--- config.mk ---
export PLATFORM = sky130hd
export DESIGN_NAME = ifmap_buffer_filler_flat
export DESIGN_NICKNAME = d
export VERILOG_FILES = /design/src/rtl/ifmap_buffer_filler_if.sv /design/src/rtl/ifmap_buffer_filler.sv /design/src/flat_wrapper.sv
export SDC_FILE = /design/constraint.sdc
export NUM_CORES = 1
export LEC_CHECK = 0
export BUFFER_PORTS_ARGS = -buffer_cell sky130_fd_sc_hd__buf_4
export CAP_MARGIN = 20
export CORE_MARGIN = 2
export CORE_UTILIZATION = 25
export DETAILED_ROUTE_END_ITERATION = 6
export PLACE_DENSITY_LB_ADDON = 0.2
export SLEW_MARGIN = 20
export SYNTH_ARGS = -nofsm -noshare
export SYNTH_HDL_FRONTEND = slang
export SYNTH_SLANG_ARGS = --single-unit
--- constraint.sdc ---
create_clock -name clk -period 4.8 [get_ports clk]
set_clock_uncertainty 0.2 [all_clocks]
set_input_delay 0.48 -clock clk [delete_from_list [all_inputs] [get_ports clk]]
set_output_delay 0.48 -clock clk [all_outputs]
set_load 0.005 [all_outputs]
--- src/rtl/ifmap_buffer_filler_if.sv ---
// rtl/ifmap_buffer_filler_if.sv - start/free, memory read, buffer write and status signals of the ifmap filler
interface ifmap_buffer_filler_if #(
    parameter int NUM_BANKS   = 2,
    parameter int BATCH_WORDS = 64,
    parameter int ADDR_W      = 16,
    parameter int DATA_W      = 64,
    parameter int CNT_W       = 8
);
    localparam int BANK_W  = $clog2(NUM_BANKS);
    localparam int WADDR_W = $clog2(BATCH_WORDS);

    logic                start;
    logic [ADDR_W-1:0]   base_addr;
    logic [CNT_W-1:0]    total_batches;
    logic                free_ifmap_buffer;
    logic                mem_req;
    logic [ADDR_W-1:0]   mem_addr;
    logic                mem_gnt;
    logic                mem_rvalid;
    logic [DATA_W-1:0]   mem_rdata;
    logic                buf_we;
    logic [BANK_W-1:0]   buf_bank;
    logic [WADDR_W-1:0]  buf_waddr;
    logic [DATA_W-1:0]   buf_wdata;
    logic                ifmap_valid;
    logic [BANK_W-1:0]   rd_bank;
    logic                layer_done;
    logic                err_free_underflow;
    logic [31:0]         stall_cycles;

    modport master (
        input  start, base_addr, total_batches, free_ifmap_buffer,
               mem_gnt, mem_rvalid, mem_rdata,
        output mem_req, mem_addr, buf_we, buf_bank, buf_waddr, buf_wdata,
               ifmap_valid, rd_bank, layer_done, err_free_underflow, stall_cycles
    );

    modport slave (
        output start, base_addr, total_batches, free_ifmap_buffer,
               mem_gnt, mem_rvalid, mem_rdata,
        input  mem_req, mem_addr, buf_we, buf_bank, buf_waddr, buf_wdata,
               ifmap_valid, rd_bank, layer_done, err_free_underflow, stall_cycles
    );
endinterface

--- src/rtl/ifmap_buffer_filler.sv ---
// rtl/ifmap_buffer_filler.sv - ifmap ping-pong fill FSM; WAIT_SLOT stall counter built only with IFMAP_FILL_PERF_EN
module ifmap_buffer_filler #(
    parameter int NUM_BANKS   = 2,
    parameter int BATCH_WORDS = 64,
    parameter int ADDR_W      = 16,
    parameter int DATA_W      = 64,
    parameter int CNT_W       = 8
) (
    input  logic                  clk,
    input  logic                  rst_n,
    ifmap_buffer_filler_if.master bus
);
    localparam int BANK_W  = $clog2(NUM_BANKS);
    localparam int WADDR_W = $clog2(BATCH_WORDS);
    localparam int FILL_W  = $clog2(NUM_BANKS + 1);
    localparam logic [FILL_W-1:0]  FULL       = FILL_W'(NUM_BANKS);
    localparam logic [WADDR_W-1:0] WORD_LAST  = '1;

    typedef enum logic [2:0] {S_IDLE, S_REQ, S_RESP, S_WAIT_SLOT, S_DRAIN} state_t;

    state_t               state_q, state_d;
    logic [ADDR_W-1:0]    base_q, base_d;
    logic [CNT_W-1:0]     total_q, total_d;
    logic [CNT_W-1:0]     batch_idx_q, batch_idx_d;
    logic [WADDR_W-1:0]   req_cnt_q, req_cnt_d;
    logic [WADDR_W-1:0]   resp_cnt_q, resp_cnt_d;
    logic [BANK_W-1:0]    fill_bank_q, fill_bank_d;
    logic [BANK_W-1:0]    rd_bank_q, rd_bank_d;
    logic [FILL_W-1:0]    filled_q, filled_d;
    logic                 valid_q;
    logic                 done_q, done_d;
    logic                 err_q, err_d;

    logic                 resp_ok;
    logic                 wr_en;
    logic                 complete;
    logic                 free_ok;
    logic                 more_batches;

    // state and bookkeeping registers
    always_ff @(posedge clk or negedge rst_n) begin
        if (!rst_n) begin
            state_q     <= S_IDLE;
            base_q      <= '0;
            total_q     <= '0;
            batch_idx_q <= '0;
            req_cnt_q   <= '0;
            resp_cnt_q  <= '0;
            fill_bank_q <= '0;
            rd_bank_q   <= '0;
            filled_q    <= '0;
            valid_q     <= 1'b0;
            done_q      <= 1'b0;
            err_q       <= 1'b0;
        end else begin
            state_q     <= state_d;
            base_q      <= base_d;
            total_q     <= total_d;
            batch_idx_q <= batch_idx_d;
            req_cnt_q   <= req_cnt_d;
            resp_cnt_q  <= resp_cnt_d;
            fill_bank_q <= fill_bank_d;
            rd_bank_q   <= rd_bank_d;
            filled_q    <= filled_d;
            valid_q     <= (filled_d != '0);
            done_q      <= done_d;
            err_q       <= err_d;
        end
    end

    // next state: request/response counting, bank pointers, fill level and FSM
    always_comb begin
        state_d     = state_q;
        base_d      = base_q;
        total_d     = total_q;
        batch_idx_d = batch_idx_q;
        req_cnt_d   = req_cnt_q;
        resp_cnt_d  = resp_cnt_q;
        fill_bank_d = fill_bank_q;
        rd_bank_d   = rd_bank_q;
        err_d       = err_q;
        done_d      = 1'b0;

        // a response is only legal while a granted word of this batch is still unanswered
        resp_ok      = (state_q == S_RESP) || ((state_q == S_REQ) && (resp_cnt_q < req_cnt_q));
        wr_en        = bus.mem_rvalid && resp_ok;
        complete     = wr_en && (resp_cnt_q == WORD_LAST);
        free_ok      = bus.free_ifmap_buffer && ((filled_q != '0) || complete);
        more_batches = (batch_idx_q + CNT_W'(1)) < total_q;

        if (wr_en) resp_cnt_d = resp_cnt_q + WADDR_W'(1);
        if (complete) begin
            fill_bank_d = fill_bank_q + BANK_W'(1);
            batch_idx_d = batch_idx_q + CNT_W'(1);
        end
        if (free_ok) rd_bank_d = rd_bank_q + BANK_W'(1);
        else if (bus.free_ifmap_buffer) err_d = 1'b1;
        filled_d = filled_q + FILL_W'(complete) - FILL_W'(free_ok);

        case (state_q)
            S_IDLE: begin
                if (bus.start) begin
                    base_d      = bus.base_addr;
                    total_d     = bus.total_batches;
                    batch_idx_d = '0;
                    req_cnt_d   = '0;
                    resp_cnt_d  = '0;
                    err_d       = 1'b0;
                    if (bus.total_batches == '0) done_d = 1'b1;
                    else state_d = S_REQ;
                end
            end
            S_REQ: begin
                if (bus.mem_gnt) begin
                    req_cnt_d = req_cnt_q + WADDR_W'(1);
                    if (req_cnt_q == WORD_LAST) state_d = S_RESP;
                end
            end
            S_RESP: begin
                if (complete) begin
                    if (!more_batches)        state_d = S_DRAIN;
                    else if (filled_d == FULL) state_d = S_WAIT_SLOT;
                    else                       state_d = S_REQ;
                end
            end
            S_WAIT_SLOT: begin
                if (filled_q < FULL) state_d = S_REQ;
            end
            S_DRAIN: begin
                if (filled_q == '0) begin
                    state_d = S_IDLE;
                    done_d  = 1'b1;
                end
            end
            default: state_d = S_IDLE;
        endcase
    end

`ifdef IFMAP_FILL_PERF_EN
    logic [31:0] stall_q;

    // saturating count of WAIT_SLOT cycles, cleared by an accepted start
    always_ff @(posedge clk or negedge rst_n) begin
        if (!rst_n)                                          stall_q <= '0;
        else if ((state_q == S_IDLE) && bus.start)           stall_q <= '0;
        else if ((state_q == S_WAIT_SLOT) && (stall_q != '1)) stall_q <= stall_q + 32'd1;
    end

    assign bus.stall_cycles = stall_q;
`else
    assign bus.stall_cycles = '0;
`endif

    assign bus.mem_req            = (state_q == S_REQ);
    assign bus.mem_addr           = (state_q == S_REQ) ? (base_q + ADDR_W'({batch_idx_q, req_cnt_q})) : '0;
    assign bus.buf_we             = wr_en;
    assign bus.buf_bank           = fill_bank_q;
    assign bus.buf_waddr          = resp_cnt_q;
    assign bus.buf_wdata          = wr_en ? bus.mem_rdata : '0;
    assign bus.ifmap_valid        = valid_q;
    assign bus.rd_bank            = rd_bank_q;
    assign bus.layer_done         = done_q;
    assign bus.err_free_underflow = err_q;
endmodule

--- src/flat_wrapper.sv ---
// flat-port wrapper written by rule: the top's interface ports become plain ports
module ifmap_buffer_filler_flat 
#(
    parameter int NUM_BANKS   = 2,
    parameter int BATCH_WORDS = 64,
    parameter int ADDR_W      = 16,
    parameter int DATA_W      = 64,
    parameter int CNT_W       = 8
)
  (clk, rst_n, bus_start, bus_base_addr, bus_total_batches, bus_free_ifmap_buffer, bus_mem_gnt, bus_mem_rvalid, bus_mem_rdata, bus_mem_req, bus_mem_addr, bus_buf_we, bus_buf_bank, bus_buf_waddr, bus_buf_wdata, bus_ifmap_valid, bus_rd_bank, bus_layer_done, bus_err_free_underflow, bus_stall_cycles);
  ifmap_buffer_filler_if #(.NUM_BANKS(NUM_BANKS), .BATCH_WORDS(BATCH_WORDS), .ADDR_W(ADDR_W), .DATA_W(DATA_W), .CNT_W(CNT_W)) bus_i ();
  input  logic clk;
  input  logic rst_n;
  input wire logic [$bits(bus_i.start)-1:0] bus_start;
  input wire logic [$bits(bus_i.base_addr)-1:0] bus_base_addr;
  input wire logic [$bits(bus_i.total_batches)-1:0] bus_total_batches;
  input wire logic [$bits(bus_i.free_ifmap_buffer)-1:0] bus_free_ifmap_buffer;
  input wire logic [$bits(bus_i.mem_gnt)-1:0] bus_mem_gnt;
  input wire logic [$bits(bus_i.mem_rvalid)-1:0] bus_mem_rvalid;
  input wire logic [$bits(bus_i.mem_rdata)-1:0] bus_mem_rdata;
  output wire logic [$bits(bus_i.mem_req)-1:0] bus_mem_req;
  output wire logic [$bits(bus_i.mem_addr)-1:0] bus_mem_addr;
  output wire logic [$bits(bus_i.buf_we)-1:0] bus_buf_we;
  output wire logic [$bits(bus_i.buf_bank)-1:0] bus_buf_bank;
  output wire logic [$bits(bus_i.buf_waddr)-1:0] bus_buf_waddr;
  output wire logic [$bits(bus_i.buf_wdata)-1:0] bus_buf_wdata;
  output wire logic [$bits(bus_i.ifmap_valid)-1:0] bus_ifmap_valid;
  output wire logic [$bits(bus_i.rd_bank)-1:0] bus_rd_bank;
  output wire logic [$bits(bus_i.layer_done)-1:0] bus_layer_done;
  output wire logic [$bits(bus_i.err_free_underflow)-1:0] bus_err_free_underflow;
  output wire logic [$bits(bus_i.stall_cycles)-1:0] bus_stall_cycles;
  assign bus_i.start = bus_start;
  assign bus_i.base_addr = bus_base_addr;
  assign bus_i.total_batches = bus_total_batches;
  assign bus_i.free_ifmap_buffer = bus_free_ifmap_buffer;
  assign bus_i.mem_gnt = bus_mem_gnt;
  assign bus_i.mem_rvalid = bus_mem_rvalid;
  assign bus_i.mem_rdata = bus_mem_rdata;
  assign bus_mem_req = bus_i.mem_req;
  assign bus_mem_addr = bus_i.mem_addr;
  assign bus_buf_we = bus_i.buf_we;
  assign bus_buf_bank = bus_i.buf_bank;
  assign bus_buf_waddr = bus_i.buf_waddr;
  assign bus_buf_wdata = bus_i.buf_wdata;
  assign bus_ifmap_valid = bus_i.ifmap_valid;
  assign bus_rd_bank = bus_i.rd_bank;
  assign bus_layer_done = bus_i.layer_done;
  assign bus_err_free_underflow = bus_i.err_free_underflow;
  assign bus_stall_cycles = bus_i.stall_cycles;
  ifmap_buffer_filler #(.NUM_BANKS(NUM_BANKS), .BATCH_WORDS(BATCH_WORDS), .ADDR_W(ADDR_W), .DATA_W(DATA_W), .CNT_W(CNT_W)) u_core (.clk(clk), .rst_n(rst_n), .bus(bus_i));
endmodule
==> metrics.md <==
| Metric | Value |
|---|---|
| DRC viols | 0 |
| Synthesis-stage register bit count | 54 |
| Post-route insts no fill | approximately 920 |
| Min Tclk post-route | 3.725 ns |
| Largest net degree at the start of global routing | around 70 |
| Vias in the first global route | between 4,000 and 5,000 |
| Clock Latency Late Sink | roughly 0.30 ns |
| Leakage power | between 3 and 4 nW |
| Critical path's slowest cell | dfrtp_1 |
| Mapped Cells | between 500 and 600 |
| Arr. time, crit path | 3.73 ns |
| HP Class | input pin to asynchronous set/reset pin |
| Worst path cell trace | inv_1 -> ha_1 -> a21oi_1 -> o2111a_2 -> buf_4 -> nand3_2 -> a21boi_1 -> ha_1 -> inv_1 -> ha_1 -> xnor2_1 -> xnor2_1 -> a31oi_1 -> o32ai_1 |
| GP Congestion | a little over 0.8 |
| Prevailing post-synth register cell | dfrtp_1 |
| Status | complete, no violations |
| CTS sink count | 54 |
| Post-synth top cells | 75 x nand2_1, 71 x and3_1, 54 x dfrtp_1 |
| Critical Path Most Common Cell | ha_1 |
| Setup crit end kind | flop |
| Crit-path max FO | about 70 |
| Post-Syn Area | between 0.004 and 0.005 mm2 |
| CTS tree | done |
| Share of layout cells above drive strength 1 | ~30% |
| Port Buf Inserts | approximately 190 |
| Ports | roughly 220 |
| Worst-path clk slew | 0.07 ns |
| Min Hold Slack | around 0.045 ns |
| Htree depth | 2 |
| Reg2Reg Setup Slack | 1.07 ns |
| Pre-CTS setup slack | roughly 1.1 ns |
| DRT Pass-1 Iters | 4 |
| Slew @ Worst Pin | roughly 0.79 ns |
| Initial antenna violation count | 0 |
| P&R area growth vs syn | 37.83% |
| Full die area | 0.01821 mm2 |
| Slew margin rel. | between 40 and 50% |
| Post-layout nets | 823 |
| EDFF count, synth | 0 |
| Critical path required time | around 4.8 ns |
| Row cnt | between 40 and 50 |
| RSZ-0062 raised after global routing | false |
| Global-route wire length before repair | about 22 mm |
| Num CTS Buffers | 5 |
| Post-synthesis sequential area ratio | a little under a third |
| ANT cells | 0 |
| Synth top area share | about a third |
| Synthesized area per cell | 8.088 um2 |
| Die width | roughly 130 um |
| Post-layout util | 35.38% |
| R2R depth | 14 |
| Core area | between 0.015 and 0.02 mm2 |
| Via Count | 4,211 |
| Clock buffer depth | 2 |
| Fmax | roughly 270 MHz |
| Total congestion overflow | 0 |
| Worst VDD drop | approximately 0.21 mV |
| Setup slack after layout | between 1 and 1.5 ns |
| Unique cell type count in the Yosys netlist | 55 |
| Resize count post-CTS | 0 |
| Post-DRT Antenna Nets | 0 |
| Final setup viols | 0 |
| All-Layer GR Usage | between 15 and 20% |
| Die Ht | between 100 and 150 um |
| YS warnings | 0 |
| Async SR Flop Fraction | 100.0% |
| Setup TNS | 0 ns |
| R2R Path Start | u_core.req_cnt_q[4] |
| PwrDens | around 460 mW/mm2 |
| Initial DRC Count | 210 |
| Starting Density | about a quarter |
| Count leader, synth | nand2_1 |
| WL per Instance | approximately 15 um |
| Final slew viol count | 0 |
| Cts hold-fix bufs | 0 |
| Routed wire length | around 14 mm |
| Crit-path max cell delay | roughly 0.44 ns |
| Reg2reg end | u_core.state_q[1] |
| Root buffer cell | clkbuf_16 |
| Dpl hpwl | roughly 11 mm |
| Post CTS Setup Buffer Count | 0 |
| Area leader, netlist | dfrtp_1 |
| Maxcap violations | 0 |
| Placed Instances | roughly 900 |
| Final count of hold timing violations | 0 |
| Period utilization | between 70% and 80% |
| Worst Setup Start Kind | flop |
| Synth top area cells | dfrtp_1 32%, and3_1 10%, ha_1 9.0%, nand2_1 6.6%, buf_4 5.8% |
| Vias per std cell | roughly 4.6 |
| Setup Crit Path Kind | flop to flop |
routing by layer:
metal  wire length [um]  global-route usage, %  share of wire [%]
met1               5298                  16.46                 38
met2               7638                  30.46                 55
met3                907                  3.416                6.5
met4                108                  2.604               0.77
met5                  0                      0                  0
cell type report:
class	instances	area [um2]
Clock buffer	6	138.9
Clock inverter	1	30.03
Fill cell	1766	10790
Inverter	24	90.09
Multi-Input combinational cell	423	2604
Sequential cell	54	1351
Tap cell	220	275.3
Timing Repair Buffer	189	1419
critical path: cells and delay by family (launching register included):
kind	cells	cell delay, ns
AO/OA/AOI/OAI	5	1.00
adder cells (fa/ha/maj)	3	0.70
buffers and inverters	3	0.55
flip-flops	1	0.44
AND/OR/NAND/NOR	1	0.40
XOR/XNOR	2	0.34
report_power, final:
group / leakage (nW) / internal [W] / switching, W / total [W]
Sequential: 0.696 / 0.000603 / 0.000137 / 0.000741
Clock: 0.0829 / 0.000258 / 0.000164 / 0.000422
Combinational: 2.50 / 0.000705 / 0.000861 / 0.00157
Total: 3.28 / 0.00157 / 0.00116 / 0.00273
cell usage in the layout, fill, tap and decap left out, types with 10 or more instances in the layout:
cell type / instances
a21o_1: 10
a21oi_1: 22
a31oi_1: 10
and3_1: 71
buf_4: 189
conb_1: 32
dfrtp_1: 54
ha_1: 31
inv_1: 23
nand2_1: 75
nand3_1: 16
nor2_1: 35
o21ai_0: 25
xnor2_1: 17
state kept, by name, summed over array words and instances (netlist names):
register                       flops
u_core.base_q                     16
u_core.batch_idx_q                 8
u_core.total_q                     8
u_core.bus.buf_waddr               6
u_core.req_cnt_q                   6
u_core.state_q                     3
u_core.filled_q                    2
u_core.bus.buf_bank                1
u_core.bus.err_free_underflow      1
u_core.bus.ifmap_valid             1
u_core.bus.layer_done              1
u_core.bus.rd_bank                 1
worst max-delay path by stage:
| stage | from | endpoint | slack, ns | cells after the start |
|---|---|---|---|---|
| after floorplan | u_core.req_cnt_q[0] | bus_mem_addr[8] | 1.98 | 8 |
| after global placement | u_core.req_cnt_q[4] | u_core.state_q[1] | 1.22 | 14 |
| after detailed placement | u_core.req_cnt_q[4] | u_core.state_q[1] | 1.09 | 14 |
| after CTS | u_core.req_cnt_q[4] | u_core.state_q[1] | 1.06 | 14 |
| after global routing | u_core.req_cnt_q[4] | u_core.state_q[1] | 0.74 | 14 |
| final | u_core.req_cnt_q[4] | u_core.state_q[1] | 1.07 | 14 |
metrics by stage:
step                      power, W  instance area [um2]
after floorplan           0.001691                 4403
after global placement    0.002303                 5739
after detailed placement  0.002330                 5739
after CTS                 0.002765                 5908
after global routing      0.002987                 5908
final                     0.002729                 5908
kinds of logic after synthesis:
| group | share of synthesized area (%) |
|---|---|
| muxes | 1.430 |
| other | 0.08748 |
| buffers and inverters | 10.65 |
| DFF | 31.52 |
| xor gates and xnor gates | 4.699 |
| AOI/OAI and AO/OA | 13.40 |
| and+or+nand+nor | 28.69 |
| adders and majority gates | 9.515 |
No activity file was read; power rests on OpenSTA's default activity.
